==> src/rtl/count_sequencer_if.sv <==
// count_sequencer_if: button inputs, monitored count and datapath control pins of the sweep controller.
interface count_sequencer_if #(
   parameter int WIDTH = 5
);
   logic             START;
   logic             STOP;
   logic [WIDTH-1:0] Q;
   logic             U_D;
   logic             M;
   logic             P_C;
   logic             BUSY;
   logic             DONE;
   logic [2:0]       STATE;
   modport master (output START, STOP, Q, input U_D, M, P_C, BUSY, DONE, STATE);
   modport slave  (input START, STOP, Q, output U_D, M, P_C, BUSY, DONE, STATE);
endinterface

==> src/rtl/count_sequencer.sv <==
// count_sequencer: runs fast-up / hold / slow-down / hold sweeps on the counter datapath,
// watching the counter output Q to end each leg.
module count_sequencer #(
   parameter int WIDTH       = 5,
   parameter int HI_LIM      = 24,
   parameter int LO_LIM      = 3,
   parameter int HOLD_CYCLES = 50_000_000,
   parameter int CYCLES      = 4
) (
   input logic              CLK50MHz,
   input logic              RST,
   count_sequencer_if.slave bus
);
   localparam int TW = $clog2(HOLD_CYCLES) + 1;
   localparam int CW = $clog2(CYCLES) + 1;
   typedef enum logic [2:0] {
      S_IDLE    = 3'd0,
      S_RUN_UP  = 3'd1,
      S_HOLD_HI = 3'd2,
      S_RUN_DN  = 3'd3,
      S_HOLD_LO = 3'd4,
      S_DONE    = 3'd5
   } state_t;
   state_t           state_q, state_d;
   logic [2:0]       start_q, stop_q;
   logic [WIDTH-1:0] q1_q, q2_q, qs_q;
   logic [TW-1:0]    tmr_q, tmr_d;
   logic [CW-1:0]    cyc_q, cyc_d;
   logic             u_d_q, u_d_d, m_q, m_d, p_c_q, p_c_d, busy_q, busy_d, done_q, done_d;
   logic             start_p, stop_p, hold_end;
   // bits [1:0] synchronize, bit 2 remembers the previous synchronized level
   assign start_p  = start_q[1] & ~start_q[2];
   assign stop_p   = stop_q[1] & ~stop_q[2];
   assign hold_end = tmr_q == TW'(HOLD_CYCLES - 1);
   always_ff @(posedge CLK50MHz) begin
      if (!RST) begin
         state_q <= S_IDLE;
         start_q <= '0;
         stop_q  <= '0;
         q1_q    <= '0;
         q2_q    <= '0;
         qs_q    <= '0;
         tmr_q   <= '0;
         cyc_q   <= '0;
         u_d_q   <= 1'b1;
         m_q     <= 1'b0;
         p_c_q   <= 1'b0;
         busy_q  <= 1'b0;
         done_q  <= 1'b0;
      end else begin
         state_q <= state_d;
         start_q <= {start_q[1:0], bus.START};
         stop_q  <= {stop_q[1:0], bus.STOP};
         q1_q    <= bus.Q;
         q2_q    <= q1_q;
         // multi-bit crossing: accept Q only once two successive samples agree
         if (q1_q == q2_q) qs_q <= q2_q;
         tmr_q   <= tmr_d;
         cyc_q   <= cyc_d;
         u_d_q   <= u_d_d;
         m_q     <= m_d;
         p_c_q   <= p_c_d;
         busy_q  <= busy_d;
         done_q  <= done_d;
      end
   end
   always_comb begin
      state_d = state_q;
      cyc_d   = cyc_q;
      case (state_q)
         S_IDLE, S_DONE: begin
            if (start_p) begin
               state_d = S_RUN_UP;
               cyc_d   = '0;
            end
         end
         S_RUN_UP:  if (qs_q >= WIDTH'(HI_LIM)) state_d = S_HOLD_HI;
         S_HOLD_HI: if (hold_end) state_d = S_RUN_DN;
         S_RUN_DN:  if (qs_q <= WIDTH'(LO_LIM)) state_d = S_HOLD_LO;
         S_HOLD_LO: begin
            if (hold_end) begin
               if (CYCLES != 0 && cyc_q == CW'(CYCLES - 1)) state_d = S_DONE;
               else begin
                  state_d = S_RUN_UP;
                  cyc_d   = cyc_q + 1'b1;
               end
            end
         end
         default: state_d = S_IDLE;
      endcase
      if (stop_p) state_d = S_IDLE;
      tmr_d  = (state_d == state_q && (state_q == S_HOLD_HI || state_q == S_HOLD_LO)) ? tmr_q + 1'b1 : '0;
      u_d_d  = state_d == S_RUN_UP ? 1'b1 : state_d == S_RUN_DN ? 1'b0 : u_d_q;
      m_d    = state_d == S_RUN_UP ? 1'b1 : state_d == S_RUN_DN ? 1'b0 : m_q;
      p_c_d  = state_d == S_RUN_UP || state_d == S_RUN_DN;
      busy_d = state_d inside {S_RUN_UP, S_HOLD_HI, S_RUN_DN, S_HOLD_LO};
      done_d = state_d == S_DONE;
   end
   assign bus.U_D   = u_d_q;
   assign bus.M     = m_q;
   assign bus.P_C   = p_c_q;
   assign bus.BUSY  = busy_q;
   assign bus.DONE  = done_q;
   assign bus.STATE = state_q;
endmodule

==> src/flat_wrapper.sv <==
// flat-port wrapper written by rule: the top's interface ports become plain ports
module count_sequencer_flat 
#(
   parameter int WIDTH       = 5,
   parameter int HI_LIM      = 24,
   parameter int LO_LIM      = 3,
   parameter int HOLD_CYCLES = 50_000_000,
   parameter int CYCLES      = 4
)
  (CLK50MHz, RST, bus_START, bus_STOP, bus_Q, bus_U_D, bus_M, bus_P_C, bus_BUSY, bus_DONE, bus_STATE);
  count_sequencer_if #(.WIDTH(WIDTH)) bus_i ();
  input logic CLK50MHz;
  input logic RST;
  input wire logic [$bits(bus_i.START)-1:0] bus_START;
  input wire logic [$bits(bus_i.STOP)-1:0] bus_STOP;
  input wire logic [$bits(bus_i.Q)-1:0] bus_Q;
  output wire logic [$bits(bus_i.U_D)-1:0] bus_U_D;
  output wire logic [$bits(bus_i.M)-1:0] bus_M;
  output wire logic [$bits(bus_i.P_C)-1:0] bus_P_C;
  output wire logic [$bits(bus_i.BUSY)-1:0] bus_BUSY;
  output wire logic [$bits(bus_i.DONE)-1:0] bus_DONE;
  output wire logic [$bits(bus_i.STATE)-1:0] bus_STATE;
  assign bus_i.START = bus_START;
  assign bus_i.STOP = bus_STOP;
  assign bus_i.Q = bus_Q;
  assign bus_U_D = bus_i.U_D;
  assign bus_M = bus_i.M;
  assign bus_P_C = bus_i.P_C;
  assign bus_BUSY = bus_i.BUSY;
  assign bus_DONE = bus_i.DONE;
  assign bus_STATE = bus_i.STATE;
  count_sequencer #(.WIDTH(WIDTH), .HI_LIM(HI_LIM), .LO_LIM(LO_LIM), .HOLD_CYCLES(HOLD_CYCLES), .CYCLES(CYCLES)) u_core (.CLK50MHz(CLK50MHz), .RST(RST), .bus(bus_i));
endmodule
==> config.mk <==
export PLATFORM = sky130hd
export DESIGN_NAME = count_sequencer_flat
export DESIGN_NICKNAME = d
export VERILOG_FILES = /design/src/rtl/count_sequencer_if.sv /design/src/rtl/count_sequencer.sv /design/src/flat_wrapper.sv
export SDC_FILE = /design/constraint.sdc
export NUM_CORES = 1
export LEC_CHECK = 0
export CORE_MARGIN = 2
export CORE_UTILIZATION = 35
export CTS_CLUSTER_DIAMETER = 60
export DETAILED_ROUTE_END_ITERATION = 10
export GPL_ROUTABILITY_DRIVEN = 0
export SKIP_CTS_REPAIR_TIMING = 1
export SLEW_MARGIN = 15
export SYNTH_ARGS = -nofsm -noshare
export SYNTH_HDL_FRONTEND = slang
export SYNTH_SLANG_ARGS = --single-unit
==> constraint.sdc <==
create_clock -name CLK50MHz -period 4.4 [get_ports CLK50MHz]
set_clock_uncertainty 0.2 [all_clocks]
set_input_delay 0.88 -clock CLK50MHz [delete_from_list [all_inputs] [get_ports CLK50MHz]]
set_output_delay 0.88 -clock CLK50MHz [all_outputs]
set_load 0.005 [all_outputs]
Yosys cells after proc, flatten, opt, wreduce, memory -nomap -nowiden
Cells that the tools add are included.
{ "totals": {"regBits": 59, "latch_bits": 0, "ramBits": 0, "romBits": 0, "input_bits": 9, "out_inout_bits": 8, "elab_cells": 64, "memories": 0} }
{ "op_classes": {"n_addsub": 2, "n_mul": 0, "div_mod_pow": 0, "magnitude_cmp": 2, "n_eq_ne": 17, "shifts": 0, "muxes": 14, "n_bitwise": 5, "reduce_logical": 11} }
{ "ops": {"columns": ["op", "n"], "rows": [
  ["$mux 3", 10],
  ["$add 27x1->27 const B", 1],
  ["$eq 27x26->1 const B", 1],
  ["$eq 3x2->1 const B", 5],
  ["$pmux 3 s5", 1],
  ["$eq 3x3->1 const B", 4],
  ["$eq 3x1->1 const B", 2],
  ["$pmux 3 s2", 1],
  ["$eq 5x5->1", 1],
  ["$ge 5x5->1 const B", 1],
  ["$le 5x2->1 const B", 1],
  ["$ne 2x1->1 const B", 2],
  ["$reduce_and 4->1", 1],
  ["$reduce_bool 2->1", 2],
  ["$reduce_bool 4->1", 1],
  ["$reduce_or 2->1", 2],
  ["$add 3x1->3 const B", 1],
  ["$eq 3x3->1", 1],
  ["$logic_not 3->1", 1],
  ["$not 1->1", 3],
  ["$and 1x1->1", 2],
  ["$logic_or 1x1->1", 2],
  ["$mux 1", 2],
  ["$ne 2x2->1 const B", 1],
  ["2 further kinds", 2]
]} }

Logic depth before layout (Yosys ltp)
{ "depth": {"ltp_word": 8, "ltp_mapped": 7, "ltp_nobuf": 7} }

Worst setup path after synthesis
Ideal clock, no wire load.
{ "synth_path": {"path_kind": "register to register", "start": "register u_core.tmr_q[10]", "end": "register u_core.m_q (netlist: u_core.bus.M)", "setup_time_ps": 79, "arrival_ps": 1943, "required_time_ps": 4121, "setup_slack_ps": 2178, "stages_incl_launch_ff": 8, "n_path_buf": 1, "synth_period_minus_slack_ps": 2222, "cell_sequence": "dfxtp_1 nor4_2 nand4_1 or4_1 buf_2 o31ai_4 a21oi_1 a211oi_2"} }
{ "synth_via": {"elab_chain_len": 6, "word_cells_on_any_way": 9, "classes_between": "eq/ne (3); mux (5); reduce/logical (1)"} }
{ "synth_rtl": {"columns": ["element", "line", "source"], "rows": [
  ["start: declaration", "count_sequencer.sv:27", "logic [TW-1:0] tmr_q, tmr_d;"],
  ["start signal: assignment", "count_sequencer.sv:58", "tmr_q <= tmr_d;"],
  ["$eq 27x26->1 (*)", "count_sequencer.sv:34", "assign hold_end = tmr_q == TW'(HOLD_CYCLES - 1);"],
  ["$mux 3, on equally long branches", "count_sequencer.sv:81, count_sequencer.sv:78", null],
  ["$pmux 3 s5 (*)", "count_sequencer.sv:70", "case (state_q)"],
  ["$mux 3 (*)", "count_sequencer.sv:91", "if (stop_p) state_d = S_IDLE;"],
  ["$eq 3x1->1 or $eq 3x2->1 (tied branches)", "count_sequencer.sv:94", "m_d = state_d == S_RUN_UP ? 1'b1 : state_d == S_RUN_DN ? 1'b0 : m_q;"],
  ["$mux 1 or $reduce_bool 2->1 (tied branches)", null, null],
  ["end signal: assignment", "count_sequencer.sv:61", "m_q <= m_d;"],
  ["end: declaration", "count_sequencer.sv:29", "logic u_d_q, u_d_d, m_q, m_d, p_c_q, p_c_d, busy_q, busy_d, done_q, done_d;"]
]} }
Mark *: on every way between the ends. The rest lies on a longest branch, timed or not.
A chain may end at the register's enable or synchronous reset.

Final worst setup path
{ "layout_path": {"start": "register u_core.tmr_q[0]", "end": "register u_core.tmr_q[26]"} }
{ "layout_via": {"elab_chain_len": 7, "word_cells_on_any_way": 9, "classes_between": "add/sub (1); eq/ne (2); mux (4); reduce/logical (2)"} }
{ "layout_rtl": {"columns": ["element", "line", "source"], "rows": [
  ["$eq 27x26->1", "count_sequencer.sv:34", null],
  ["$mux 3, on equally long branches", "count_sequencer.sv:81, count_sequencer.sv:78", null],
  ["$pmux 3 s5", "count_sequencer.sv:70", null],
  ["$mux 3", "count_sequencer.sv:91", null],
  ["$eq 3x3->1", "count_sequencer.sv:92", "tmr_d = (state_d == state_q && (state_q == S_HOLD_HI || state_q == S_HOLD_LO)) ? tmr_q + 1'b1 : '0;"],
  ["$logic_and 1x1->1", "count_sequencer.sv:92", null],
  ["$reduce_and 2->1 (no source line)", null, null]
]} }
Several ways; a longest one is shown, not always the timed one.

==> summary.txt <==
Status
  • Status: finished, final reports clean

Clock tree
  • Clock-pin slew on the worst setup and hold paths: ~0.070 ns
  • CTS Buffer Depth: 2
  • Root buf cell: clkbuf_8
  • Clock sinks: 57
  • CTS tree: yes
  • Later-pin clock latency in the skew report: between 0.3 and 0.4 ns
  • TritonCTS Buffers: 9
  • Htree depth: 3

Min path
  • HP Class: reg -> reg

Critical path
  • Critical Path Sink: u_core.tmr_q[26]
  • Worst EP arrival: 2.70 ns
  • Crit path cell chain: ha_1 -> nand4_1 -> nor4_1 -> nand3_1 -> or3_1 -> a21oi_1
  • Reg-to-Reg End: u_core.tmr_q[26]
  • CP Launch Type: flop
  • CP peak stage delay: between 0.7 and 0.8 ns
  • Largest fanout on the critical path: 5
  • CP endpoint kind: flop
  • Critical path's slowest cell: nor4_1
  • Worst Path Required: about 4.5 ns
  • Critical R2R Launch: u_core.tmr_q[0]
  • R2r setup slk: 1.77 ns
  • Cells on worst reg2reg path: 6
  • Critical path class: reg -> reg
  • CP startpoint: u_core.tmr_q[0]

Placement
  • Pre-CTS setup slack: 1.626 ns
  • Post-DP HPWL: around 2.8 mm
  • PortBufs: 16
  • Placed inst area: between 2000 and 3000 um2

Yosys
  • Ranking of synthesized cells by area: dfxtp_1, xor2_1, nor2_1
  • Synth top cells by count: dfxtp_1, nor2_1, and2_1, xor2_1, nand3_1
  • EDFF count, synth: 0
  • Yosys warning count: 0
  • Top_reg_cell synth: dfxtp_1
  • #FFs+latches synth: between 50 and 60
  • FFs w/ async S/R, synth: 0%
  • Post-synthesis instance area: between 2000 and 2500 um2
  • Seq/Total Area, Yosys: between 40% and 50%
  • Synth area leader: dfxtp_1
  • Synth top area share: about half
  • Yosys cell types: 39
  • Synth Instances: about 250
  • Mapped Nets: 264
  • Top-count cell post-synth: dfxtp_1
  • Avg Inst Size Synth: 9.354 um2

Power
  • Combinational share of power: under 10%
  • Sw power: ~240 uW
  • Pwr dens: ~400 nW/um2
  • Leak pwr: about 0.00097 uW
  • Clock power frac: 49.1%
  • Internal power: between 800 and 900 uW
  • Sw frac: a little over a fifth
  • Flop pwr share: a little under half
  • IR drop worst, VDD: between 0.15 and 0.2 mV

Drt
  • Metal-1 WL: 2.048 mm
  • Met3 WL: between 150 and 200 um
  • Initial DRC Count: 32
  • Via Count: roughly 1,700
  • Vias per cell: a little under 5
  • DRT Wirelength: a little over 4 mm
  • Top sig layer: met4
  • WL met2: ~1.7 mm
  • Antenna-violating nets left: 0
  • WL/cell: around 12 um
  • Pre-antenna DRT Iters: 4
  • # DRC: 0

Floorplanning
  • Total core area: ~6400 um2
  • Die height: approximately 86 um
  • Total Die Area: ~7400 um2
  • Initial Utilization: between 30% and 40%
  • Placement row count: 29
  • Die width: 86.07 um
  • Top Ports: 17

STA
  • Hold slack: ~0.24 ns
  • Max Fclk: between 300 and 400 MHz
  • Final Setup Violations: 0
  • Final hold vios: 0
  • Setup TNS: 0 ns
  • Final WS setup: around 1.8 ns
  • Crit path time final: between 2 and 3 ns
  • Slew margin rel.: between 20 and 30%
  • Max-slew violations: 0
  • RSZ-0062 raised after global routing: false
  • Actual slew at the worst max-slew pin: 1.055 ns
  • Final worst path period share: between 50% and 60%

Final layout
  • Footprint of the multi-input gates: ~1200 um2
  • Diode count: 0
  • Layout Utilization: between 40 and 50%
  • Fin nets: ~280
  • Layout cell share with drive strength beyond 1: about a tenth
  • Finished Cell Area: 2814 um2
  • Area grow syn2layout: 19.37%
  • Fillers: 625
  • FF/Latch Area: 1141 um2

Global route
  • Largest net degree at the start of global routing: 28
  • Global route overflow: 0
  • Vias in the first global route: 1,726
  • Initial antenna violation count: 0
  • First-pass GRT wire length: about 7.5 mm
  • GRT Overall Usage: approximately an eighth

Flow run
  • # Max-Cap Violations: 0
-- power by group through the flow --
| stage | registers, uW | logic (uW) | clock network, uW |
|---|---|---|---|
| final | 531 | 37.8 | 547 |
| after global routing | 531 | 41.9 | 583 |
| after CTS | 531 | 38.0 | 561 |
| after detailed placement | 542 | 37.7 | 0 |
| after global placement | 542 | 37.3 | 0 |
| after floorplan | 541 | 24.0 | 0 |
-- through the flow --
stage          power, uW  cells
2_1_floorplan      564.6    252
3_3_place_gp       579.3    338
3_5_place_dp       580.1    338
4_1_cts             1129    354
5_1_grt             1157    354
6_report            1116    354
-- layout make-up --
class                   instances  area share, %
repair buffers                 17          5.958
well taps                      77          3.424
flip-flops and latches         57          40.55
inverters                       6         0.8004
clock buffers                   9          4.402
multi-input cells             181          41.22
clock inverters                 7          3.646
-- cells in the final DEF, fill, tap and decap left out, types with 2 or more instances in the layout --
master,count
nor2_1,41
or4_1,2
a211oi_2,2
and3b_1,2
nor4_1,4
nor2b_1,2
nand2b_1,6
nor3_1,5
nand4_1,11
a21oi_1,8
ha_1,3
and2_1,19
nand2_1,10
bufinv_16,2
dfxtp_1,57
inv_1,6
inv_6,2
xor2_1,18
or3_1,2
clkbuf_8,9
and3_1,2
clkinv_4,2
clkdlybuf4s50_1,16
mux2i_1,5
nand3_1,12
xnor2_1,11
-- critical path: cells and delay by family (launching register included) --
family / cells / cell delay (ns)
flip-flops: 1 / 0.37
adder cells (fa/ha/maj): 1 / 0.22
AO/OA/AOI/OAI: 1 / 0.14
AND/OR/NAND/NOR: 4 / 1.64
-- how the worst min path moves through the flow --
stage                           start                end  slack [ns]  depth (start not counted)
finish              u_core.start_q[0]  u_core.start_q[1]        0.24                          1
floorplan           u_core.start_q[0]  u_core.start_q[1]        0.21                          1
global route        u_core.start_q[0]  u_core.start_q[1]        0.27                          1
global placement    u_core.start_q[0]  u_core.start_q[1]        0.22                          1
CTS                 u_core.start_q[0]  u_core.start_q[1]        0.24                          1
detailed placement  u_core.start_q[0]  u_core.start_q[1]        0.22                          1
-- registers in the layout, indices dropped and copies added, names as in the netlist --
register / flops
u_core.cyc_q: 3
u_core.bus.BUSY: 1
u_core.bus.DONE: 1
u_core.stop_q: 3
u_core.q1_q: 5
u_core.tmr_q: 27
u_core.bus.M: 1
u_core.bus.U_D: 1
u_core.bus.P_C: 1
u_core.q2_q: 5
u_core.start_q: 3
u_core.qs_q: 3
u_core.bus.STATE: 3
-- per-layer routing --
metal	up-vias	track usage [%]
li1	903	-
met1	788	16.27
met2	41	18.46
met3	9	3.465
met4	0	9.668
met5	-	0
-- kinds of logic after synthesis --
kind of cell	share of synthesized area, %
simple gates	27.60
flops	48.41
xor+xnor	10.77
compound gates	7.113
buf+inv	2.388
mux	2.123
fa+ha+maj	1.593
No activity file was read; power rests on OpenSTA's default activity.
